==> config.mk <==
export PLATFORM = sky130hd
export DESIGN_NAME = serial_pattern_gen_flat
export DESIGN_NICKNAME = d
export VERILOG_FILES = /design/src/rtl/serial_pattern_gen_pkg.sv /design/src/rtl/serial_pattern_gen_if.sv /design/src/rtl/serial_pattern_gen_piso_shreg.sv /design/src/rtl/serial_pattern_gen.sv /design/src/flat_wrapper.sv
export SDC_FILE = /design/constraint.sdc
export NUM_CORES = 1
export LEC_CHECK = 0
export CAP_MARGIN = 40
export CORE_UTILIZATION = 55
export CTS_CLUSTER_DIAMETER = 60
export DETAILED_ROUTE_END_ITERATION = 16
export DONT_BUFFER_PORTS = 1
export GPL_TIMING_DRIVEN = 0
export PLACE_DENSITY_LB_ADDON = 0.3
export SYNTH_ARGS = -nofsm -noshare
export SYNTH_HDL_FRONTEND = slang
export SYNTH_SLANG_ARGS = --single-unit
==> constraint.sdc <==
create_clock -name clk -period 3.11 [get_ports clk]
set_input_delay 0.622 -clock clk [delete_from_list [all_inputs] [get_ports clk]]
set_output_delay 0.622 -clock clk [all_outputs]
set_load 0.005 [all_outputs]
==> src/rtl/serial_pattern_gen_pkg.sv <==
// Shared definitions for the serial pattern generator and detectors.
// Holds the FSM state encoding and the default frame geometry.
package serial_pattern_gen_pkg;

   localparam int DEF_WIDTH = 11;
   localparam int DEF_REP_W = 4;

   typedef enum logic [1:0] {
      IDLE  = 2'b00,
      LOAD  = 2'b01,
      SHIFT = 2'b10,
      DONE  = 2'b11
   } state_t;

endpackage

==> src/rtl/serial_pattern_gen_if.sv <==
// Request/serial-output bundle of the pattern generator.
// master: drives start/data/repeat_n; slave: drives dout/dvalid/busy/done.
interface serial_pattern_gen_if
   import serial_pattern_gen_pkg::*;
#(
   parameter int WIDTH = DEF_WIDTH,
   parameter int REP_W = DEF_REP_W
);

   logic             start;
   logic [WIDTH-1:0] data;
   logic [REP_W-1:0] repeat_n;
   logic             dout;
   logic             dvalid;
   logic             busy;
   logic             done;

   modport master (
      output start, data, repeat_n,
      input  dout, dvalid, busy, done
   );

   modport slave (
      input  start, data, repeat_n,
      output dout, dvalid, busy, done
   );

endinterface

==> src/rtl/serial_pattern_gen_piso_shreg.sv <==
// Parallel-in / serial-out shift register, shifts right, zero fill.
// Ports: clk, reset (sync, active low), load, shift, pdata in; sout = bit 0.
module piso_shreg
   import serial_pattern_gen_pkg::*;
#(
   parameter int WIDTH = DEF_WIDTH
) (
   input  logic             clk,
   input  logic             reset,
   input  logic             load,
   input  logic             shift,
   input  logic [WIDTH-1:0] pdata,
   output logic             sout
);

   logic [WIDTH-1:0] q;

   always_ff @(posedge clk) begin
      if (!reset) begin
         q <= '0;
      end else if (load) begin
         q <= pdata;
      end else if (shift) begin
         q <= {1'b0, q[WIDTH-1:1]};
      end
   end

   assign sout = q[0];

endmodule

==> src/rtl/serial_pattern_gen.sv <==
// Serial pattern generator: sends a captured word LSB first, 1+repeat_n times.
// Ports: clk, reset (sync, active low), bus (slave side of serial_pattern_gen_if).
module serial_pattern_gen
   import serial_pattern_gen_pkg::*;
#(
   parameter int WIDTH = DEF_WIDTH,
   parameter int REP_W = DEF_REP_W
) (
   input  logic                  clk,
   input  logic                  reset,
   serial_pattern_gen_if.slave   bus
);

   localparam int CNT_W = $clog2(WIDTH);
   localparam logic [CNT_W-1:0] LAST = CNT_W'(WIDTH - 1);

   state_t           state;
   state_t           nxt;
   logic [WIDTH-1:0] shadow;
   logic [REP_W-1:0] rep;
   logic [CNT_W-1:0] cnt;
   logic             sout;
   logic             last_bit;

   assign last_bit = (cnt == LAST);

   piso_shreg #(
      .WIDTH (WIDTH)
   ) u_shreg (
      .clk   (clk),
      .reset (reset),
      .load  (state == LOAD),
      .shift (state == SHIFT),
      .pdata (shadow),
      .sout  (sout)
   );

   always_ff @(posedge clk) begin
      if (!reset) begin
         state <= IDLE;
      end else begin
         state <= nxt;
      end
   end

   always_comb begin
      nxt = IDLE;
      case (state)
         IDLE:    nxt = bus.start ? LOAD : IDLE;
         LOAD:    nxt = SHIFT;
         SHIFT: begin
            if (!last_bit) begin
               nxt = SHIFT;
            end else if (rep == '0) begin
               nxt = DONE;
            end else begin
               nxt = LOAD;
            end
         end
         DONE:    nxt = IDLE;
         default: nxt = IDLE;
      endcase
   end

   // Counter clears on the last bit so it never wraps past WIDTH-1.
   always_ff @(posedge clk) begin
      if (!reset) begin
         shadow <= '0;
         rep    <= '0;
         cnt    <= '0;
      end else begin
         case (state)
            IDLE: begin
               if (bus.start) begin
                  shadow <= bus.data;
                  rep    <= bus.repeat_n;
               end
            end
            LOAD: cnt <= '0;
            SHIFT: begin
               if (last_bit) begin
                  cnt <= '0;
                  if (rep != '0) begin
                     rep <= rep - REP_W'(1);
                  end
               end else begin
                  cnt <= cnt + CNT_W'(1);
               end
            end
            default: ;
         endcase
      end
   end

   always_comb begin
      bus.dout   = 1'b0;
      bus.dvalid = 1'b0;
      bus.busy   = (state != IDLE);
      bus.done   = 1'b0;
      case (state)
         SHIFT: begin
            bus.dout   = sout;
            bus.dvalid = 1'b1;
         end
         DONE:    bus.done = 1'b1;
         default: ;
      endcase
   end

endmodule
==> src/flat_wrapper.sv <==
// flat-port wrapper written by rule: the top's interface ports become plain ports
module serial_pattern_gen_flat import serial_pattern_gen_pkg::*;
#(
   parameter int WIDTH = DEF_WIDTH,
   parameter int REP_W = DEF_REP_W
)
  (clk, reset, bus_start, bus_data, bus_repeat_n, bus_dout, bus_dvalid, bus_busy, bus_done);
  serial_pattern_gen_if #(.WIDTH(WIDTH), .REP_W(REP_W)) bus_i ();
  input  logic clk;
  input  logic reset;
  input wire logic [$bits(bus_i.start)-1:0] bus_start;
  input wire logic [$bits(bus_i.data)-1:0] bus_data;
  input wire logic [$bits(bus_i.repeat_n)-1:0] bus_repeat_n;
  output wire logic [$bits(bus_i.dout)-1:0] bus_dout;
  output wire logic [$bits(bus_i.dvalid)-1:0] bus_dvalid;
  output wire logic [$bits(bus_i.busy)-1:0] bus_busy;
  output wire logic [$bits(bus_i.done)-1:0] bus_done;
  assign bus_i.start = bus_start;
  assign bus_i.data = bus_data;
  assign bus_i.repeat_n = bus_repeat_n;
  assign bus_dout = bus_i.dout;
  assign bus_dvalid = bus_i.dvalid;
  assign bus_busy = bus_i.busy;
  assign bus_done = bus_i.done;
  serial_pattern_gen #(.WIDTH(WIDTH), .REP_W(REP_W)) u_core (.clk(clk), .reset(reset), .bus(bus_i));
endmodule
# Word-level counts from Yosys, hierarchy flattened
# Cells that the tools add are included.
[word_totals]
wordCells = 37
in_bits = 18
regBits = 32
out_inout_bits = 4
[op_classes]
add_sub_neg = 2
n_eq_ne = 7
n_mux = 15
n_reduce_logical = 8
[ops]
columns = ["cell", "count"]
rows = [
  ["$mux W11", 2],
  ["$mux W4", 4],
  ["$pmux W4 S2", 2],
  ["$pmux W2 S4", 1],
  ["$reduce_bool A2 Y1", 3],
  ["$add A4 B1 Y4 const B", 1],
  ["$eq A2 B2 Y1 const B", 2],
  ["$eq A4 B4 Y1 const B", 1],
  ["$logic_not A4 Y1", 1],
  ["$mux W1", 4],
  ["$mux W2", 2],
  ["$ne A2 B1 Y1 const B", 2],
  ["$reduce_and A4 Y1", 1],
  ["$reduce_bool A4 Y1", 1],
  ["$sub A4 B1 Y4 const B", 1],
  ["$eq A2 B1 Y1 const B", 1],
  ["$logic_not A2 Y1", 1],
  ["$ne A2 B2 Y1 const B", 1],
  ["$reduce_and A2 Y1", 1],
]

# Logic depth before layout (Yosys ltp)
# Gate-level depths: netlist (run 1).
[depth]
word_depth = 4
depth_mapped = 7
depth_no_buf = 6

# Modules after synthesis
# Synthesis (run 1) repeated with hierarchy kept, for this count alone.
[hier_totals]
hier_cells = 172
hier_area_um2 = 1610.3
[by_module_without_submodules]
columns = ["mod", "area_per_inst_um2", "seq_area_each_um2", "cells_per_inst", "instances"]
rows = [
  ["serial_pattern_gen", 1069.8, 420.4, 124, 1],
  ["piso_shreg", 540.5, 220.2, 48, 1],
]

# Worst setup path before layout (run 1)
# OpenSTA, ideal clock, no wires.
[synth_timing]
path_kind = "reg-to-reg"
start = "reg u_core.state[0]"
end = "reg u_core.rep[0]"
t_arrival_ns = 1.552
path_stages_with_launch = 7
setup_time_ns = 0.095
synth_period_minus_slack_ns = 1.647
n_path_buf = 0
slack_ns = 1.463
required_time_ns = 3.015
cell_sequence = "dfxtp_1 -> inv_1 -> ha_1 -> and4bb_1 -> a211oi_4 -> o21ai_1 -> a221oi_1"
[synth_between]
elab_chain_len = 3
word_cells_on_any_way = 8
cone_classes = "4 x eq/ne; 1 x mux; 3 x reduce/logical"
[synth_rtl]
columns = ["element", "line", "rtl"]
rows = [
  ["start: declaration", "serial_pattern_gen.sv:17", "state_t state;"],
  ["start signal: assignment", "serial_pattern_gen.sv:42", "state <= nxt;"],
  ["$eq A2 B2 Y1 or $logic_not A2 Y1 (tied branches)", "serial_pattern_gen.sv:72", "case (state)"],
  ["$ne A2 B1 Y1 (no source line), or another cell as far along", "-", ""],
  ["$reduce_and A4 Y1 (no source line)", "-", ""],
  ["end signal: assignment", "serial_pattern_gen.sv:76", "rep <= bus.repeat_n;"],
  ["end signal: assignment", "serial_pattern_gen.sv:84", "rep <= rep - REP_W'(1);"],
  ["end: declaration", "serial_pattern_gen.sv:20", "logic [REP_W-1:0] rep;"],
]
# Parallel ways exist; a longest one is shown, timed or not.
# A chain may end at the register's enable or synchronous reset.

# Worst setup path after layout (run 1)
[layout_timing]
start = "reg u_core.state[0]"
end = "out bus_dout"
[layout_between]
elab_chain_len = 2
[layout_rtl]
columns = ["element", "line", "rtl"]
rows = [
  ["$eq A2 B2 Y1", "serial_pattern_gen.sv:100", "case (state)"],
  ["$mux W1", "serial_pattern_gen.sv:100", ""],
  ["end: declaration", "flat_wrapper.sv:14", "output wire logic [$bits(bus_i.dout)-1:0] bus_dout;"],
]
# No other way between the ends.

==> run metrics, run 1 <==
status=finished clean; IO Port Bufs=0; Die ar.=3020 um2; Simple-Gate Fraction of Synth Area=19.0%; RSZ-0062 raised after global routing=false; Max IR drop VDD=386 uV; kind of critical path=register to primary output; CTS resizes=0; number of distinct library cells after synthesis=34; first-iteration detailed-routing DRC count=16; max_cap viols=0; Row Count=18; post-synthesis mux area share=9.16%; Req. time, crit path=2490 ps; initial antenna violation count=0; Worst Path Buf+Inv=2; clock-pin slew on the worst setup and hold paths=100 ps; Post-Synth Adder-Cell Area=7.29%; Clk Latency, worst-skew pair=330 ps; drt wl/cell=14.1 um; I/O pins=22; final hold violations=0; via/cell ratio=5.69; final net count=211; setup bufs post-CTS=0; gr ovfl total=0; clk sink count=32; delay-heaviest family, CP=flip-flops; Die Wd=55.0 um; post-synthesis compound-gate area fraction=17.7%; Synth Warn #=0; largest family of logic cells by synthesized area=simple AND/OR/NAND/NOR gates; initial core utilization=60.1%; Reg area=641 um2; Synth Cell Area=1540 um2; crit-path max FO=10; Power Total=0.849 mW; Least-Margin Pin Slew=509 ps; Longest Clk Path Bufs=2; Avg Cell Area, Syn=8.72 um2; min cycle time layout=2120 ps; CP max stage delay=410 ps; PwrDens=521 nW/um2; final WL=3030 um; synth-to-layout area growth=5.43%; Min-Delay Path Class=primary input to register; Total GRT Usage=22.3%; HPWL Detailed=2220 um; Hold Buf Count CTS=0; clk root buf=clkbuf_4; htree depth=2; number of global-route vias before repair=1,091; CP Capture Type=primary output; commonest non-fill, non-tap cell in the layout=dfxtp_1; fillers=222; Setup-failing EPs final=0; Final Wtd Congestion=0.800; most frequent cells in the layout=dfxtp_1 (32), nand2_1 (27), a21oi_1 (19); CP startpoint kind=register; syn nets=204; Final WS setup=985 ps; max-slew violation count=0; crit-path cells=inv_1 > ha_1 > buf_2 > and2_1; Finished Layout Cells=214; flops & latches, synth=32; first-pass GRT wire length=4690 um; via count=1,218; CTS tree=done; worst path arrival time=1500 ps; xor and xnor area share after synthesis=0.567%; multi-input logic area=830 um2; area of the core region=2570 um2; TritonRoute pass-1 iters=4; layout cells sized above 1=6.52%; worst relative slew slack=66.1%; fin crit share=68.3%; Seq/Total Area, Yosys=41.5%; Mapped Cells=177; Remaining DRCs=0; Peak Freq=0.471 GHz; DP Cell Count=207; total negative slack=0 ps; ANT nets after route=0; Die Y-Extent=55.0 um; Antenna diodes=0; Critical-path top delay cell=dfxtp_1; Pleak=0.639 nW; largest net degree at the start of global routing=11; CTS Buf Count=5; Max Clock Skew=3.84 ps; dpl ws=1210 ps
==> through the flow <==
stage | hold WS (ps) | util, % | cell area (um2)
finish | 415 | 63.4 | 1630
global placement | 445 | 61.6 | 1580
floorplan | 436 | - | 1540
CTS | 408 | 63.4 | 1630
detailed placement | 450 | 61.6 | 1580
global route | 401 | 63.4 | 1630
==> routing by layer <==
metal / GRT usage (%) / routed length, um / up-vias
met5: 0 / 0 / -
met4: 11.7 / 46 / 0
met3: 4.92 / 147 / 7
met2: 36.9 / 1430 / 31
met1: 26.9 / 1400 / 555
li1: - / - / 625
==> synthesized netlist by cell type, drive strengths merged <==
library cell  instances  area (um2)
and3b                 1        8.76
a211o                 1        8.76
xnor2                 1        8.76
and2                  3        18.8
nor2                 13        48.8
ha                    9         113
nor2b                 1        6.26
nand3b                3        35.0
mux2i                13         130
o21a                  2        15.0
inv                   9        33.8
or2                   1        6.26
a31o                  1        8.76
nand3                 4        20.0
a21boi                1        7.51
clkbuf                6        22.5
o21ai                 5        25.0
nand2                27         101
nor3                  3        15.0
and4bb                1        12.5
a211oi               11        95.1
dfxtp                32         641
nor3b                 1        7.51
mux2                  1        11.3
buf                   4        17.5
a221oi                1        8.76
nand2b                2        12.5
a32o                  1        10.0
a21oi                19        95.1
==> registers in the layout, indices dropped and copies added (netlist names) <==
signal,count
u_core.rep,4
u_core.u_shreg.q,11
u_core.cnt,4
u_core.shadow,11
u_core.state,2
==> power breakdown <==
group | switching (mW) | leakage, nW | internal (mW)
Clock | 0.139 | 0.0281 | 0.0832
Sequential | 0.0216 | 0.262 | 0.445
Combinational | 0.0949 | 0.349 | 0.0653
==> path summary, 6_finish.rpt <==
kind                         start                to  slack [ps]  cells after the start
setup / recovery   u_core.state[0]          bus_dout         990                      4
setup reg to reg   u_core.state[0]     u_core.rep[0]        1190                      6
hold / removal         bus_data[1]  u_core.shadow[1]         420                      2
hold reg to reg   u_core.shadow[6]  u_core.shadow[6]         460                      2
==> area by class of cell <==
class | count | area share, %
multi-input cells | 126 | 51.0
flip-flops and latches | 32 | 39.4
clock buffers | 6 | 2.54
plain buffers | 10 | 2.46
well taps | 30 | 2.31
inverters | 9 | 2.08
clock inverters | 1 | 0.307
==> worst reg2reg max path: cells and delay by family, from the launching register on <==
family	cells	cell delay, ps
AOI/OAI and AO/OA	3	760
DFF	1	360
adders and majority gates	1	360
muxes	1	230
buffers and inverters	1	140
==> cell families (layout without fill, tap and decap cells) <==
group | Yosys count | count (layout)
adder cells (fa/ha/maj) | 9 | 9
buffers and inverters | 19 | 26
flip-flops | 32 | 32
AO/OA/AOI/OAI | 42 | 42
AND/OR/NAND/NOR | 60 | 60
XOR/XNOR | 1 | 1
multiplexers | 14 | 14
Power figures use the tool's default switching activity.
==> run 2, diff against run 1 <==
clock period = 1.99 ns   (was 3.11 ns; I/O delays follow)
==> run 2 against run 1 <==
Power increased by 57%. Critical path depth unchanged. Non-clock buffer count unchanged. Worst hold slack got worse by 230 ps. Sequential power increased by 56%. First-iteration DRC count increased by 13%. Worst setup slack got worse by 900 ps. Wire length increased by 0.83%. Clock power increased by 57%. Global-route usage unchanged.
==> run metrics, run 2 (synthesis results as in run 1) <==
Hold Buf Count CTS=0 (unchanged); CP startpoint kind=register; clock-pin slew on the worst setup and hold paths=100 ps (about the same); Peak Freq=0.524 GHz; Min-Delay Path Class=primary input to register; most frequent cells in the layout=dfxtp_1 (32), nand2_1 (27), a21oi_1 (19); HPWL Detailed=2220 um (unchanged); worst relative slew slack=65.3% (-0.76 points); Hold WS=186 ps (-230 ps); Least-Margin Pin Slew=520 ps (+11.4 ps); first-iteration detailed-routing DRC count=18 (+2); PwrDens=815 nW/um2 (+56%); synth-to-layout area growth=5.67%; via count=1,221 (+0.25%); DP Cell Count=207 (unchanged); IO Port Bufs=0 (unchanged); Die Y-Extent=55.0 um (unchanged); fillers=221 (-0.45%); total negative slack=0 ps (unchanged); initial antenna violation count=0 (unchanged); layout cells sized above 1=7.61% (+1.1 points); ANT nets after route=0 (unchanged); CTS Buf Count=5 (unchanged); delay-heaviest family, CP=flip-flops; commonest non-fill, non-tap cell in the layout=dfxtp_1; max-slew violation count=0 (unchanged); via/cell ratio=5.71 (+0.25%); Max Clock Skew=3.66 ps (-0.186 ps); area of the core region=2570 um2 (unchanged); I/O pins=22 (unchanged); initial core utilization=60.1% (unchanged); Clk Latency, worst-skew pair=330 ps (about the same); max_cap viols=0 (unchanged); gr ovfl total=0 (unchanged); largest net degree at the start of global routing=11 (unchanged); htree depth=2 (unchanged); final WL=3050 um (+0.83%); number of global-route vias before repair=1,091 (unchanged); CTS tree=done; worst path arrival time=1510 ps (about the same); reg2reg setup slack=140 ps (-1050 ps); Longest Clk Path Bufs=2 (unchanged); final net count=211 (unchanged); Final Wtd Congestion=0.800 (unchanged); Final WS setup=82.3 ps (-903 ps); Finished Layout Cells=214 (unchanged); reg2reg path depth=6 (unchanged); first-pass GRT wire length=4690 um (unchanged); Die ar.=3020 um2 (unchanged); Worst Path Buf+Inv=2 (unchanged); Critical-path top delay cell=dfxtp_1; crit-path cells=inv_1 > ha_1 > buf_2 > and2_1; Pleak=0.641 nW (+0.27%); status=finished clean; Total GRT Usage=22.3% (unchanged); drt wl/cell=14.3 um (+0.83%); min cycle time layout=1910 ps; hold depth=2 (unchanged); CP Capture Type=primary output; Max IR drop VDD=604 uV (+56%); final hold violations=0 (unchanged); crit-path max FO=10 (unchanged); kind of critical path=register to primary output; Antenna diodes=0 (unchanged); TritonRoute pass-1 iters=4 (unchanged); CP max stage delay=410 ps (about the same); Worst path depth=4 (unchanged); RSZ-0062 raised after global routing=false; dpl ws=91.5 ps (-1120 ps); clk sink count=32 (unchanged); Remaining DRCs=0 (unchanged); Row Count=18 (unchanged); Req. time, crit path=1590 ps (-900 ps); Die Wd=55.0 um (unchanged); clk root buf=clkbuf_4; top flop regs=u_core.shadow (11), u_core.u_shreg.q (11); fin crit share=95.9%; Setup-failing EPs final=0 (unchanged); Power Total=1.33 mW (+57%)
run 2: layout make-up:
class	instances	area, um2	share of cell area [%]
clock inverter	1	5.00	0.307
sequential	32	641	39.3
tap	30	37.5	2.30
buffer	10	41.3	2.53
multi-input combinational	126	832	51.0
clock buffer	6	41.3	2.53
inverter	9	33.8	2.07
run 2: what timing repair did:
action                     4_1_cts  5_1_grt
gates resized for setup          0        3
buffers inserted                 0        0
setup endpoints to repair        0       10
run 2: power by group:
part | leakage (nW) | total (mW) | switching (mW) | internal [mW]
clock | 0.0281 | 0.348 | 0.218 | 0.130
sequential | 0.262 | 0.729 | 0.0342 | 0.695
combinational | 0.351 | 0.252 | 0.149 | 0.103
total | 0.641 | 1.33 | 0.401 | 0.929
run 2: path summary, 6_finish.rpt:
check                        start                to
setup reg to reg   u_core.state[1]     u_core.rep[0]
setup / recovery   u_core.state[0]          bus_dout
hold / removal         bus_data[1]  u_core.shadow[1]
hold reg to reg   u_core.shadow[6]  u_core.shadow[6]
run 2: stage by stage:
step	instance area, um2	utilization (%)
6_report	1630	63.5
5_1_grt	1630	63.5
3_5_place_dp	1580	61.6
4_1_cts	1630	63.4
2_1_floorplan	1540	-
3_3_place_gp	1580	61.6
run 2: per-layer routing:
metal	share of wire (%)	GRT usage, %	routed length, um
met5	0	0	0
met4	1.9	11.7	57
met3	3.6	4.92	110
met2	47	36.9	1430
met1	48	26.9	1450
